[config.mk]
export PLATFORM = sky130hd
export DESIGN_NAME = rsa_exp_arbiter
export DESIGN_NICKNAME = d
export VERILOG_FILES = /design/src/rtl/rsa_exp_arbiter.sv
export SDC_FILE = /design/constraint.sdc
export NUM_CORES = 1
export LEC_CHECK = 0
export CAP_MARGIN = 20
export CORE_AREA = 2 2 147 149
export DETAILED_ROUTE_END_ITERATION = 16
export DIE_AREA = 0 0 149 151
export PLACE_DENSITY = 0.7
export SETUP_SLACK_MARGIN = 0.02
export SYNTH_ARGS = -nofsm -noshare
export SYNTH_HDL_FRONTEND = slang
export SYNTH_SLANG_ARGS = --single-unit
[constraint.sdc]
create_clock -name clk -period 6.6 [get_ports clk]
set_clock_uncertainty 0.05 [all_clocks]
set_input_delay 0.99 -clock clk [delete_from_list [all_inputs] [get_ports clk]]
set_output_delay 0.99 -clock clk [all_outputs]
set_load 0.01 [all_outputs]
[src/rtl/rsa_exp_arbiter.sv]
// rsa_exp_arbiter: round-robin front end that shares one montgomery_exp engine between requesters.
// Latches the winner's operands, sequences engine reset/enable and returns the result or a timeout error.
module rsa_exp_arbiter #(
    parameter int WORD_WIDTH     = 32,
    parameter int NUM_REQ        = 2,
    parameter int TIMEOUT_CYCLES = 4096
) (
    input  logic                                  clk,
    input  logic                                  rst,
    input  logic [NUM_REQ-1:0]                    req_valid,
    output logic [NUM_REQ-1:0]                    req_ready,
    input  logic [NUM_REQ*WORD_WIDTH-1:0]         req_base,
    input  logic [NUM_REQ*WORD_WIDTH-1:0]         req_exp,
    input  logic [NUM_REQ*$clog2(WORD_WIDTH)-1:0] req_exp_msb,
    input  logic [NUM_REQ*WORD_WIDTH-1:0]         req_mod,
    output logic [NUM_REQ-1:0]                    rsp_valid,
    output logic [WORD_WIDTH-1:0]                 rsp_data,
    output logic                                  rsp_error,
    output logic                                  busy,
    output logic                                  eng_rst,
    output logic                                  eng_enable,
    input  logic                                  eng_done,
    output logic [WORD_WIDTH-1:0]                 eng_m,
    output logic [WORD_WIDTH-1:0]                 eng_x,
    output logic [WORD_WIDTH-1:0]                 eng_e,
    output logic [$clog2(WORD_WIDTH)-1:0]         eng_t,
    input  logic [WORD_WIDTH-1:0]                 eng_result
);
    localparam int T_W     = $clog2(WORD_WIDTH);
    localparam int IDX_W   = (NUM_REQ > 1) ? $clog2(NUM_REQ) : 1;
    localparam int TIMER_W = $clog2(TIMEOUT_CYCLES);
    localparam logic [TIMER_W-1:0] TIMER_LAST = TIMER_W'(TIMEOUT_CYCLES - 1);
    localparam logic [IDX_W-1:0]   OWNER_RST  = IDX_W'(NUM_REQ - 1);

    typedef enum logic [1:0] {
        IDLE  = 2'd0,
        GRANT = 2'd1,
        RUN   = 2'd2,
        RESP  = 2'd3
    } state_t;

    state_t               state_r;
    state_t               state_nxt_s;
    logic [IDX_W-1:0]     owner_r;
    logic [IDX_W-1:0]     last_owner_r;
    logic [TIMER_W-1:0]   timer_r;
    logic                 timeout_s;
    logic                 any_req_s;
    logic                 found_s;
    logic [IDX_W-1:0]     cand_s;
    logic [IDX_W-1:0]     winner_s;
    logic [NUM_REQ-1:0]   owner_onehot_s;
    logic [WORD_WIDTH-1:0] sel_base_s;
    logic [WORD_WIDTH-1:0] sel_exp_s;
    logic [WORD_WIDTH-1:0] sel_mod_s;
    logic [T_W-1:0]       sel_msb_s;

    assign any_req_s = |req_valid;
    assign timeout_s = (timer_r == TIMER_LAST);

    // Round-robin pick: scan from last_owner+1 upward, wrapping, first valid requester wins.
    always_comb begin
        found_s  = 1'b0;
        cand_s   = last_owner_r;
        winner_s = last_owner_r;
        for (int k = 1; k <= NUM_REQ; k++) begin
            cand_s   = IDX_W'((int'(last_owner_r) + k) % NUM_REQ);
            winner_s = (!found_s && req_valid[cand_s]) ? cand_s : winner_s;
            found_s  = found_s | req_valid[cand_s];
        end
    end

    // Owner decode: one-hot strobe vector and the owner's operand slices.
    always_comb begin
        owner_onehot_s = '0;
        sel_base_s     = '0;
        sel_exp_s      = '0;
        sel_mod_s      = '0;
        sel_msb_s      = '0;
        for (int i = 0; i < NUM_REQ; i++) begin
            owner_onehot_s[i] = (owner_r == IDX_W'(i));
            sel_base_s = (owner_r == IDX_W'(i)) ? req_base[i*WORD_WIDTH +: WORD_WIDTH] : sel_base_s;
            sel_exp_s  = (owner_r == IDX_W'(i)) ? req_exp[i*WORD_WIDTH +: WORD_WIDTH]  : sel_exp_s;
            sel_mod_s  = (owner_r == IDX_W'(i)) ? req_mod[i*WORD_WIDTH +: WORD_WIDTH]  : sel_mod_s;
            sel_msb_s  = (owner_r == IDX_W'(i)) ? req_exp_msb[i*T_W +: T_W]            : sel_msb_s;
        end
    end

    // State register.
    always_ff @(posedge clk or posedge rst) begin
        if (rst) begin
            state_r <= IDLE;
        end else begin
            state_r <= state_nxt_s;
        end
    end

    // Next-state logic; a completion coinciding with the last timer cycle counts as done.
    always_comb begin
        state_nxt_s = state_r;
        case (state_r)
            IDLE: begin
                if (any_req_s) begin
                    state_nxt_s = GRANT;
                end else begin
                    state_nxt_s = IDLE;
                end
            end
            GRANT: state_nxt_s = RUN;
            RUN: begin
                if (eng_done || timeout_s) begin
                    state_nxt_s = RESP;
                end else begin
                    state_nxt_s = RUN;
                end
            end
            RESP:    state_nxt_s = IDLE;
            default: state_nxt_s = IDLE;
        endcase
    end

    // Output decode from state and the registered owner only.
    always_comb begin
        req_ready  = '0;
        rsp_valid  = '0;
        busy       = 1'b1;
        eng_rst    = 1'b1;
        eng_enable = 1'b0;
        case (state_r)
            IDLE:  busy = 1'b0;
            GRANT: req_ready = owner_onehot_s;
            RUN: begin
                eng_rst    = 1'b0;
                eng_enable = 1'b1;
            end
            RESP:    rsp_valid = owner_onehot_s;
            default: busy = 1'b0;
        endcase
    end

    // Datapath: owner capture, operand latch, saturating job timer and response register.
    always_ff @(posedge clk or posedge rst) begin
        if (rst) begin
            owner_r      <= '0;
            last_owner_r <= OWNER_RST;
            timer_r      <= '0;
            eng_m        <= '0;
            eng_x        <= '0;
            eng_e        <= '0;
            eng_t        <= '0;
            rsp_data     <= '0;
            rsp_error    <= 1'b0;
        end else begin
            case (state_r)
                IDLE: begin
                    if (any_req_s) begin
                        owner_r <= winner_s;
                    end
                end
                GRANT: begin
                    eng_m        <= sel_mod_s;
                    eng_x        <= sel_base_s;
                    eng_e        <= sel_exp_s;
                    eng_t        <= sel_msb_s;
                    last_owner_r <= owner_r;
                    timer_r      <= '0;
                end
                RUN: begin
                    if (!timeout_s) begin
                        timer_r <= timer_r + TIMER_W'(1);
                    end
                    if (eng_done) begin
                        rsp_data  <= eng_result;
                        rsp_error <= 1'b0;
                    end else if (timeout_s) begin
                        rsp_data  <= '0;
                        rsp_error <= 1'b1;
                    end
                end
                default: begin
                end
            endcase
        end
    end

endmodule

Word level (Yosys, flattened, before mapping). Index checks and enable logic that the tools add are counted.

Register bits: 150. Bits of input ports: 239. Logic and storage cells: 55.

Add/sub/neg operators: 3. Order comparisons: 2. Equal/unequal tests: 5. Mux-type cells: 24. Bitwise operators: 1. Reduce and logical (&&, ||, !) cells: 10.

Operators with widths (count): two-way mux 32 bit (5); case mux 12 bit (2 select lines) (1); two-way mux 1 bit (13); adder 12 x 1 -> 12 bit (second input constant) (1); equality test 12 bit (second input constant) (1); two-way mux 12 bit (1); case mux 2 bit (4 select lines) (1); AND reduction 2 bit (3); two-way mux 5 bit (1); equality test 2 bit (second input constant) (2); less-than comparator 1 x 2 -> 1 bit (second input constant) (2); two-way mux 2 bit (2); nonzero test 2 bit (2); adder 1 bit (second input constant) (2); equality test 2 x 1 -> 1 bit (second input constant) (1); logical NOT 2 bit (1); != test 2 bit (second input constant) (1); OR reduction 2 bit (1); logical AND 1 bit (1); logical NOT 1 bit (1); logical OR 1 bit (1); inverter 1 bit (1).

Longest topological paths before layout.
Depth after elaboration: 6. Depth in mapped cells: 7. Depth with buffers taken out: 6.

Worst setup path after synthesis. Ideal clock, no wire load.

Path kind: reg-to-output. From: register state_r[1]. To: output req_ready[1]. Arrival: 1.601 ns. Path slack: 3.959 ns. Cell stages (with the launch flop): 7. Path buffers: 3. Cells stage by stage: dfrtp_1 -> inv_1 -> ha_1 -> clkbuf_1 -> clkbuf_1 -> clkbuf_1 -> and2_1.

Cells in the longest elaborated chain, start to end: 2.

RTL lines: from (decl) (line 42) `state_t state_r;`; from (signal assigned) (line 94) `state_r <= state_nxt_s;`; equality test 2 x 1 -> 1 bit (line 129) `case (state_r)`; two-way mux 2 bit (line 129); to (decl) (line 11) `output logic [NUM_REQ-1:0] req_ready,`.

No other way between the ends.

Final worst setup path.
From: register owner_r. To: output req_ready[1].

Cells in the longest elaborated chain, start to end: 1.

RTL lines: from (decl) (line 44) `logic [IDX_W-1:0] owner_r;`; from (signal assigned) (line 157) `owner_r <= winner_s;`; two-way mux 2 bit (line 129).

No other way between the ends.

==> flow_metrics.tcl <==
set metrics [dict create \
    outcome "completed" \
    setup_violations 0 \
    synth.largest_area_cell "dfrtp_1" \
    synthCells 606 \
    slew-limit-headroom_pct 39.87 \
    cts_tree "built" \
    die_area_sq_um 22500 \
    place_hpwl_mm 16.10 \
    async_reset_ff_share_pct 100.0 \
    cts.hold.buffers_added 0 \
    synthFlopType "dfrtp_1" \
    synth_edf_count 0 \
    initial_utilization_pct 32.24 \
    die_w_microns 149 \
    grt_first_pass_wirelength_mm 31.63 \
    ios 380 \
    p_leak_nw 4.900 \
    wirelength_mm 21.44 \
    crit_type "reg2out" \
    grt_overflow_total 0 \
    ys_warn_count 0 \
    synth_compound_area_share_pct 14.63 \
    clock.fmax_mhz 288.8 \
    grt_pass1_vias 5789 \
    place.gp.congestion 0.7533 \
    drtIter0Drc 229 \
    worstMarginPinSlew_ps 902.0 \
    clkTransAtPathRegs_ps 60 \
    track_usage_pct 18.27 \
    syn_nets 851 \
    fp-row-count 53 \
    synth_xor_area_share_pct 0 \
    grt_max_degree 101 \
    vias 5896 \
    post-route-drc-count 0 \
    critPathArrivalTime_ps 2420 \
    fill_cells 1821 \
    synthSimpleGateAreaFrac_pct 9.579 \
    final_cell_mix "clkdlybuf4s50_1, dfrtp_1, mux2i_1, nor2_1, a21oi_1" \
    avgRoutedWirePerCell_microns 17.08 \
    ys_types 42 \
    diodes 0 \
    muxShareOfSynthArea_pct 15.67 \
    finalCriticalPeriod_ps 3462 \
    nets 1213 \
    seq_area_frac_synth_pct 55.93 \
    crit_path_end_kind "primary output" \
    numCtsBuffers 17 \
    synth_area_leaders "dfrtp_1, mux2i_1, a21oi_1" \
    hold_path_class "reg2reg" \
    drive_above_1_share_pct 5.408 \
    synth_top_family_by_area "multiplexers" \
    ctsResizeCount 0 \
    slew_violations 0 \
    coreArea_sq_um 20820 \
    mostFrequentLayoutCell "clkdlybuf4s50_1" \
    antenna_found_initial 1 \
    start_kind "register" \
    timing.final.crit_share_pct 52.46 \
    synth_area_per_cell_sq_um 11.08 \
    vdd_drop_max_v 0.0001901 \
    postCtsSetupBuffers 0 \
    drtAntennaViolNets 0 \
    postLayoutCoreUtil_pct 54.37 \
    synth-seq-cells 150 \
    worstSkewPairLatency_ps 410 \
    cp_data_required_time_ps 5560 \
    hold_viol 0 \
    maxCapViolations 0 \
    portBuffers 379 \
    die_height_microns 151 \
    rsz0062_at_grt "no" \
    via_per_inst 4.698 \
    cts_max_path_buffers 2 \
    yosysTopAreaCellShare_pct 55.53 \
    critPathMaxFanout 35 \
    clock-sinks 150 \
    fin_tns_setup_ps 0 \
    first_pass_iters 4 \
    p_per_area_nw_per_um2 440.5 \
    syn_to_final_growth_pct 68.64 \
    synthAdderAreaFrac_pct 1.118 \
    post_synth_instance_area_sq_um 6714 \
    clock-root-buffer "clkbuf_16" \
    h-tree-depth 4 \
]
-- final timing paths --
kind | from | endpoint | slack, ps | depth (start not counted)
worst max-delay path | owner_r$_DFFE_PP0P_ | req_ready[1] | 3140 | 3
worst min-delay path | timer_r[11]$_DFFE_PP0P_ | timer_r[11]$_DFFE_PP0P_ | 430 | 1
worst max register to register | state_r[1]$_DFF_PP0_ | last_owner_r$_DFFE_PP1P_ | 3510 | 5
worst min register to register | timer_r[11]$_DFFE_PP0P_ | timer_r[11]$_DFFE_PP0P_ | 430 | 1
max in group asynchronous | rst | eng_e[9]$_DFFE_PP0P_ | 4150 | 3
min in group asynchronous | rst | eng_m[20]$_DFFE_PP0P_ | 1070 | 2
-- per-stage QoR --
| step | setup WS, ps | power (W) | cells | hold slack (ps) | area [sq um] |
|---|---|---|---|---|---|
| 2_1_floorplan | 1525 | 0.002820 | 606 | 402.2 | 6714 |
| 3_3_place_gp | 3544 | 0.004041 | 1223 | 419.9 | 10730 |
| 3_5_place_dp | 3516 | 0.004106 | 1224 | 425.2 | 10760 |
| 4_1_cts | 3063 | 0.005058 | 1255 | 435.9 | 11320 |
| 5_1_grt | 3020 | 0.005300 | 1255 | 464.3 | 11320 |
| 6_report | 3138 | 0.004987 | 1255 | 434.7 | 11320 |
-- logic make-up after synthesis --
family,Yosys count
AOI/OAI and AO/OA,155
adders and majority gates,6
buffers and inverters,48
DFF,150
muxes,105
and+or+nand+nor,142
-- synth_stat cells (2+ instances only) --
| cell type | count |
|---|---|
| nand4_1 | 2 |
| and4_2 | 2 |
| a21oi_1 | 103 |
| ha_1 | 6 |
| nor2_1 | 103 |
| dfrtp_1 | 149 |
| a22o_1 | 32 |
| a211o_1 | 3 |
| inv_1 | 5 |
| o31ai_1 | 2 |
| and3_1 | 5 |
| nor3_1 | 4 |
| nand3_1 | 4 |
| mux2i_1 | 104 |
| nor3b_1 | 2 |
| o21ai_0 | 2 |
| nand2_1 | 8 |
| nor2b_1 | 2 |
| and2_1 | 6 |
| buf_2 | 13 |
| buf_1 | 4 |
| clkbuf_1 | 25 |
-- where the power goes --
part           internal, W  leakage, nW  total [W]  switching, W
sequential         0.00135         1.72    0.00162      0.000278
clock             0.000532        0.263   0.000929      0.000397
combinational      0.00131         2.92    0.00243       0.00113
-- state kept, by name (all words and copies together), names as in the netlist --
name / count
owner_r: 1
last_owner_r: 1
eng_m: 32
eng_e: 32
timer_r: 12
rsp_error: 1
rsp_data: 32
state_r: 2
eng_t: 5
eng_x: 32
-- layer usage --
metal	global-route usage [%]	vias up	share of wire (%)
met2	31.27	249	50
met1	21.51	2736	39
li1	-	2878	-
met3	6.235	31	8.7
met4	6.238	2	2.2
met5	0	-	0.061
-- area by class of cell --
type | instances | area (sq um) | area share (%)
sequential | 150 | 3759 | 33.20
timing repair buffer | 386 | 3866 | 34.15
clock buffer | 19 | 442.9 | 3.912
tap | 275 | 344.1 | 3.039
inverter | 5 | 23.77 | 0.2100
clock inverter | 12 | 121.4 | 1.072
multi-input combinational | 408 | 2765 | 24.42
-- worst max-delay path, stage by stage (launching register included) --
cell,delay (ps)
dfrtp_4,690
buf_4,550
and2_1,220
clkdlybuf4s50_1,540
No activity file was read; power rests on OpenSTA's default activity.
